### src/rtl/result_unloader_if.sv
// result_unloader_if: start/memory-port/stream bundle between the drain stage and its surroundings
interface result_unloader_if #(
  parameter int WIDTH = 16
);
  logic             start_i;
  logic [WIDTH-1:0] mem_rdata_i;
  logic [WIDTH-1:0] mem_addr_o;
  logic             mem_rd_en_o;
  logic [WIDTH-1:0] out_data_o;
  logic             out_valid_o;
  logic             out_ready_i;
  logic             out_last_o;
  logic             busy_o;
  logic             done_o;
  modport master (
    input  start_i, mem_rdata_i, out_ready_i,
    output mem_addr_o, mem_rd_en_o, out_data_o, out_valid_o, out_last_o, busy_o, done_o
  );
  modport slave (
    output start_i, mem_rdata_i, out_ready_i,
    input  mem_addr_o, mem_rd_en_o, out_data_o, out_valid_o, out_last_o, busy_o, done_o
  );
endinterface

### src/rtl/result_unloader.sv
// result_unloader: drains a data_mem window word by word onto a valid/ready stream after a start edge
// Optional RESULT_UNLOADER_CHECKSUM_EN appends a mod-2^WIDTH sum word carrying out_last.
module result_unloader #(
  parameter int WIDTH     = 16,
  parameter int BASE_ADDR = 127,
  parameter int COUNT     = 128
) (
  input logic           clk,
  input logic           rst,
  result_unloader_if.master bus
);
  localparam logic [2:0] IDLE = 3'd0;
  localparam logic [2:0] REQ  = 3'd1;
  localparam logic [2:0] WAIT = 3'd2;
  localparam logic [2:0] SEND = 3'd3;
  localparam logic [2:0] DONE = 3'd4;
`ifdef RESULT_UNLOADER_CHECKSUM_EN
  localparam logic [2:0] CSUM = 3'd5;
`endif
  localparam logic [WIDTH-1:0] BASE  = WIDTH'(BASE_ADDR);
  localparam logic [WIDTH-1:0] LAST  = WIDTH'(COUNT - 1);
  localparam bit               EMPTY = (COUNT == 0);

  logic [2:0]       state_q, state_d;
  logic [WIDTH-1:0] cnt_q, cnt_d, addr_q, addr_d, data_q, data_d;
  logic             last_q, last_d, done_q, done_d;
  logic             start_q, arm_q, launch;
`ifdef RESULT_UNLOADER_CHECKSUM_EN
  logic [WIDTH-1:0] sum_q, sum_d;
`endif

  // arm_q blocks a start that is already high when reset releases
  assign launch = bus.start_i && !start_q && arm_q;

  always_comb begin
    state_d = state_q;
    cnt_d   = cnt_q;
    addr_d  = addr_q;
    data_d  = data_q;
    last_d  = last_q;
    done_d  = done_q;
`ifdef RESULT_UNLOADER_CHECKSUM_EN
    sum_d   = sum_q;
`endif
    case (state_q)
      IDLE, DONE: if (launch) begin
        done_d = 1'b0;
        cnt_d  = '0;
`ifdef RESULT_UNLOADER_CHECKSUM_EN
        sum_d  = '0;
`endif
        if (EMPTY) begin
`ifdef RESULT_UNLOADER_CHECKSUM_EN
          state_d = CSUM;
`else
          state_d = DONE;
          done_d  = 1'b1;
`endif
        end else begin
          state_d = REQ;
          addr_d  = BASE;
        end
      end
      REQ: state_d = WAIT;
      WAIT: begin
        data_d  = bus.mem_rdata_i;
`ifdef RESULT_UNLOADER_CHECKSUM_EN
        last_d  = 1'b0;
        sum_d   = sum_q + bus.mem_rdata_i;
`else
        last_d  = (cnt_q == LAST);
`endif
        state_d = SEND;
      end
      SEND: if (bus.out_ready_i) begin
        if (last_q) begin
          state_d = DONE;
          done_d  = 1'b1;
        end
`ifdef RESULT_UNLOADER_CHECKSUM_EN
        else if (cnt_q == LAST) state_d = CSUM;
`endif
        else begin
          cnt_d   = cnt_q + 1'b1;
          addr_d  = BASE + cnt_q + 1'b1;
          state_d = REQ;
        end
      end
`ifdef RESULT_UNLOADER_CHECKSUM_EN
      CSUM: begin
        data_d  = sum_q;
        last_d  = 1'b1;
        state_d = SEND;
      end
`endif
      default: state_d = IDLE;
    endcase
  end

  always_ff @(posedge clk) begin
    if (rst) begin
      state_q <= IDLE;
      cnt_q   <= '0;
      addr_q  <= '0;
      data_q  <= '0;
      last_q  <= 1'b0;
      done_q  <= 1'b0;
      start_q <= 1'b0;
      arm_q   <= 1'b0;
`ifdef RESULT_UNLOADER_CHECKSUM_EN
      sum_q   <= '0;
`endif
    end else begin
      state_q <= state_d;
      cnt_q   <= cnt_d;
      addr_q  <= addr_d;
      data_q  <= data_d;
      last_q  <= last_d;
      done_q  <= done_d;
      start_q <= bus.start_i;
      arm_q   <= arm_q | !bus.start_i;
`ifdef RESULT_UNLOADER_CHECKSUM_EN
      sum_q   <= sum_d;
`endif
    end
  end

  assign bus.mem_addr_o  = addr_q;
  assign bus.mem_rd_en_o = (state_q == REQ);
  assign bus.out_data_o  = data_q;
  assign bus.out_valid_o = (state_q == SEND);
  assign bus.out_last_o  = last_q;
  assign bus.busy_o      = (state_q != IDLE) && (state_q != DONE);
  assign bus.done_o      = done_q;
endmodule

### src/flat_wrapper.sv
// flat-port wrapper written by rule: the top's interface ports become plain ports
module result_unloader_flat 
#(
  parameter int WIDTH     = 16,
  parameter int BASE_ADDR = 127,
  parameter int COUNT     = 128
)
  (clk, rst, bus_start_i, bus_mem_rdata_i, bus_out_ready_i, bus_mem_addr_o, bus_mem_rd_en_o, bus_out_data_o, bus_out_valid_o, bus_out_last_o, bus_busy_o, bus_done_o);
  result_unloader_if #(.WIDTH(WIDTH)) bus_i ();
  input logic clk;
  input logic rst;
  input wire logic [$bits(bus_i.start_i)-1:0] bus_start_i;
  input wire logic [$bits(bus_i.mem_rdata_i)-1:0] bus_mem_rdata_i;
  input wire logic [$bits(bus_i.out_ready_i)-1:0] bus_out_ready_i;
  output wire logic [$bits(bus_i.mem_addr_o)-1:0] bus_mem_addr_o;
  output wire logic [$bits(bus_i.mem_rd_en_o)-1:0] bus_mem_rd_en_o;
  output wire logic [$bits(bus_i.out_data_o)-1:0] bus_out_data_o;
  output wire logic [$bits(bus_i.out_valid_o)-1:0] bus_out_valid_o;
  output wire logic [$bits(bus_i.out_last_o)-1:0] bus_out_last_o;
  output wire logic [$bits(bus_i.busy_o)-1:0] bus_busy_o;
  output wire logic [$bits(bus_i.done_o)-1:0] bus_done_o;
  assign bus_i.start_i = bus_start_i;
  assign bus_i.mem_rdata_i = bus_mem_rdata_i;
  assign bus_i.out_ready_i = bus_out_ready_i;
  assign bus_mem_addr_o = bus_i.mem_addr_o;
  assign bus_mem_rd_en_o = bus_i.mem_rd_en_o;
  assign bus_out_data_o = bus_i.out_data_o;
  assign bus_out_valid_o = bus_i.out_valid_o;
  assign bus_out_last_o = bus_i.out_last_o;
  assign bus_busy_o = bus_i.busy_o;
  assign bus_done_o = bus_i.done_o;
  result_unloader #(.WIDTH(WIDTH), .BASE_ADDR(BASE_ADDR), .COUNT(COUNT)) u_core (.clk(clk), .rst(rst), .bus(bus_i));
endmodule
### config.mk
export PLATFORM = sky130hd
export DESIGN_NAME = result_unloader_flat
export DESIGN_NICKNAME = d
export VERILOG_FILES = /design/src/rtl/result_unloader_if.sv /design/src/rtl/result_unloader.sv /design/src/flat_wrapper.sv
export SDC_FILE = /design/constraint.sdc
export NUM_CORES = 1
export LEC_CHECK = 0
export ABC_AREA = 1
export CAP_MARGIN = 40
export CORE_ASPECT_RATIO = 1.5
export CORE_MARGIN = 2
export CORE_UTILIZATION = 23
export CTS_BUF_LIST = sky130_fd_sc_hd__clkbuf_8
export DETAILED_ROUTE_END_ITERATION = 6
export PLACE_DENSITY = 0.45
export SYNTH_ARGS = -nofsm -noshare
export SYNTH_HDL_FRONTEND = slang
export SYNTH_SLANG_ARGS = --single-unit
export TNS_END_PERCENT = 20
### constraint.sdc
create_clock -name clk -period 2.1 [get_ports clk]
set_input_delay 0.525 -clock clk [delete_from_list [all_inputs] [get_ports clk]]
set_output_delay 0.525 -clock clk [all_outputs]
set_load 0.005 [all_outputs]
==> impl_metrics.csv <==
group,metric,value,unit
outcome,status,"complete, no violations",
cells_and_area,multi_input_area,1160,sq um
sta,fmax,499,MHz
floorplan,dieHeight,132,um
worst_setup_path,slowest_stage,"clkdlybuf4s50_1",
worst_setup_path,cp_max_fo,6,
worst_hold_path,hold_path_depth,2,
routing,ant_nets,0,
worst_hold_path,min_from,"u_core.bus.out_data_o[5]",
routing,routed_via_density,4.33,
grt,grt_pass1_wl,11200,um
worst_hold_path,hp-class,"reg -> reg",
sta,fin_tns_setup,0,ns
sta,slew_viol_final,0,
grt,antenna_found_initial,0,
power_and_ir_drop,p_leak,1.25,nW
yosys,synthArstFlopShare,0,%
cells_and_area,final_area,3360,sq um
worst_hold_path,whs_endpoint,"u_core.bus.out_data_o[5]",
clock_tree,postCtsHoldBufs,0,
place,portBuffers,56,
routing,vias,2460,
sta,hold_viol,0,
place,gp_congestion,0.815,
sta,worst_slew_pin_slew,0.291,ns
worst_setup_path,startpoint_type,"register",
clock_tree,cts_tree,"yes",
yosys,syn-mean-instance-area,6.95,sq um
place,postPlaceCellArea,3270,sq um
yosys,syn_inst,364,
routing,avgRoutedWirePerCell,12.0,um
routing,wl,6830,um
cells_and_area,area_growth,32.9,%
yosys,ys_seq_area_share,43.5,%
worst_setup_path,crit_chain,"nand2_1, nor2_2, clkdlybuf4s50_1",
worst_setup_path,cp.arrival,1.48,ns
sta,min_period,2.00,ns
sta,setup_viol,0,
clock_tree,clkSinkCount,55,
power_and_ir_drop,ir_drop,0.000449,V
yosys,yosys_warnings,0,
worst_setup_path,critPathCaptureType,"output port",
floorplan,die_w,89.6,um
yosys,synthesis.nets,386,
yosys,synth.distinct_cells,25,
grt,gr-total-overflow,0,
grt,grt_pass1_vias,2435,
yosys,synth_ff_type,"dfxtp_1",
grt,gr-usage-all-layers,11.9,%
clock_tree,clkTransAtPathRegs,0.10,ns
sta,rsz0062_at_grt,"false",
place,dpl.hpwl,5120,um
floorplan,core_area,10600,sq um
worst_setup_path,worstPathRequired,1.57,ns
sta,clock_skew,0.0147,ns
clock_tree,cts_made_buffers,5,
worst_setup_path,max_stage_delay,0.55,ns
clock_tree,cts_root_buffer,"clkbuf_8",
yosys,synth_edf_count,0,
cells_and_area,antenna_cells,0,
power_and_ir_drop,pwr_density_cell,1030,nW/um^2
routing,drtIter0Drc,121,
cells_and_area,drive_above_1_share,8.02,%
floorplan,rows,46,
sta,fin_crit_sh,95.4,%
clock_tree,insertion_delay,0.32,ns
floorplan,io_pins,57,
worst_setup_path,timing.rr.end,"u_core.cnt_q[7]",
clock_tree,cts_max_path_buffers,2,
routing,remaining_drc_errors,0,
yosys,ys_ff_latch,55,
worst_setup_path,startpoint,"u_core.state_q[1]",
floorplan,die-area,11900,sq um
clock_tree,htreeDepth,2,
worst_setup_path,reg2reg_from,"u_core.state_q[1]",
clock_tree,post_cts_buffers,0,
sta,relSlewSlack,80.6,%
floorplan,start_util,23.8,%
cells_and_area,regArea,1100,sq um
yosys,netlist_area,2530,sq um
routing,first_pass_iters,4,
cells_and_area,fill_cells,1171,
worst_setup_path,r2r_setup_slack,0.48,ns
grt,grt_max_degree,35,
run,drv_cap,0,
worst_setup_path,reg2reg_depth,9,
worst_setup_path,critical_path_class,"reg -> out",
cells_and_area,nets,445,
-- critical path: cells and delay by family, from the launching register on --
kind | cells | cell delay, ns
buffers and inverters | 1 | 0.55
flip-flops | 1 | 0.40
AND/OR/NAND/NOR | 2 | 0.21
-- per-layer routing --
layer | vias up | share of wire (%) | track usage [%] | routed length, um
met5 | - | 0 | 0 | 0
met4 | 0 | 1.3 | 3.48 | 92
met3 | 6 | 6.2 | 2.43 | 425
met2 | 68 | 52 | 22.6 | 3540
met1 | 1106 | 41 | 12.6 | 2770
li1 | 1280 | - | - | -
-- state kept, by name, indices dropped and copies added, names as in the netlist --
register,cells
u_core.arm_q,1
u_core.state_q,3
u_core.start_q,1
u_core.bus.out_data_o,16
u_core.bus.out_last_o,1
u_core.bus.done_o,1
u_core.cnt_q,16
u_core.bus.mem_addr_o,16
-- cell usage after synthesis, types with 3 or more instances --
| cell | number | share of area [%] |
|---|---|---|
| a21oi_1 | 44 | 8.7 |
| buf_4 | 4 | 1.2 |
| clkbuf_1 | 8 | 1.2 |
| dfxtp_1 | 55 | 44 |
| inv_1 | 50 | 7.4 |
| nand2_1 | 66 | 9.8 |
| nand2_2 | 4 | 0.99 |
| nand3_1 | 36 | 7.1 |
| nand4_1 | 3 | 0.74 |
| nor2_1 | 42 | 6.2 |
| o21ai_0 | 34 | 6.7 |
-- layout make-up --
| type | instances | area share (%) |
|---|---|---|
| clock inverter | 3 | 0.484 |
| clock buffer | 5 | 2.05 |
| timing repair buffer | 66 | 18.9 |
| tap | 144 | 5.36 |
| sequential | 55 | 32.8 |
| inverter | 52 | 5.81 |
| multi-input combinational | 243 | 34.6 |
-- metrics by stage --
stage / utilization (%) / total power [mW] / hold WS [ns] / setup WS (ns) / cells
6_report: 31.6 / 3.46 / 0.444 / 0.0964 / 568
5_1_grt: 31.6 / 3.75 / 0.466 / 0.00156 / 568
4_1_cts: 31.5 / 3.52 / 0.451 / 0.0243 / 568
3_5_place_dp: 30.7 / 2.91 / 0.436 / 0.139 / 560
3_3_place_gp: 30.7 / 2.90 / 0.429 / 0.150 / 560
2_1_floorplan: - / 2.24 / 0.440 / 0.763 / 364
-- worst max-delay path by stage --
stage,end,slack [ns]
2_1_floorplan,u_core.cnt_q[8],0.76
3_3_place_gp,u_core.cnt_q[15],0.15
4_1_cts,bus_mem_rd_en_o,0.02
3_5_place_dp,u_core.bus.mem_addr_o[7],0.14
6_report,bus_out_valid_o,0.1
5_1_grt,bus_out_valid_o,0.002
-- cell families (layout without fill, tap and decap cells) --
family | Yosys count | in the layout | synth area share (%)
xor+xnor | 1 | 1 | 0.346
simple gates | 161 | 161 | 28.7
buf+inv | 66 | 126 | 10.7
fa+ha+maj | 2 | 2 | 0.989
compound gates | 79 | 79 | 15.7
flops | 55 | 55 | 43.5
-- cells in the final DEF, fill, tap and decap left out, drive strengths merged --
| master | count |
|---|---|
| nor3 | 3 |
| a21oi | 44 |
| o21ai | 34 |
| clkinv | 1 |
| clkinvlp | 1 |
| nor2 | 44 |
| nand4 | 3 |
| inv | 53 |
| nand2 | 72 |
| dfxtp | 55 |
| nand3b | 1 |
| nand3 | 37 |
| xor2 | 1 |
| clkbuf | 5 |
| ha | 2 |
| or2 | 1 |
| buf | 10 |
| a31oi | 1 |
| clkdlybuf4s50 | 56 |
-- where the power goes --
part / switching [mW] / internal [mW]
clock network: 0.360 / 0.230
logic: 0.741 / 0.702
registers: 0.144 / 1.28
-- timing repair --
| action | in CTS | in global routing |
|---|---|---|
| resized for setup | 2 | 1 |
| cloned | 0 | 0 |
| endpoints found under the setup margin | 2 | 1 |
| endpoints found under the hold margin | 0 | 0 |
No activity file was read; power rests on OpenSTA's default activity.
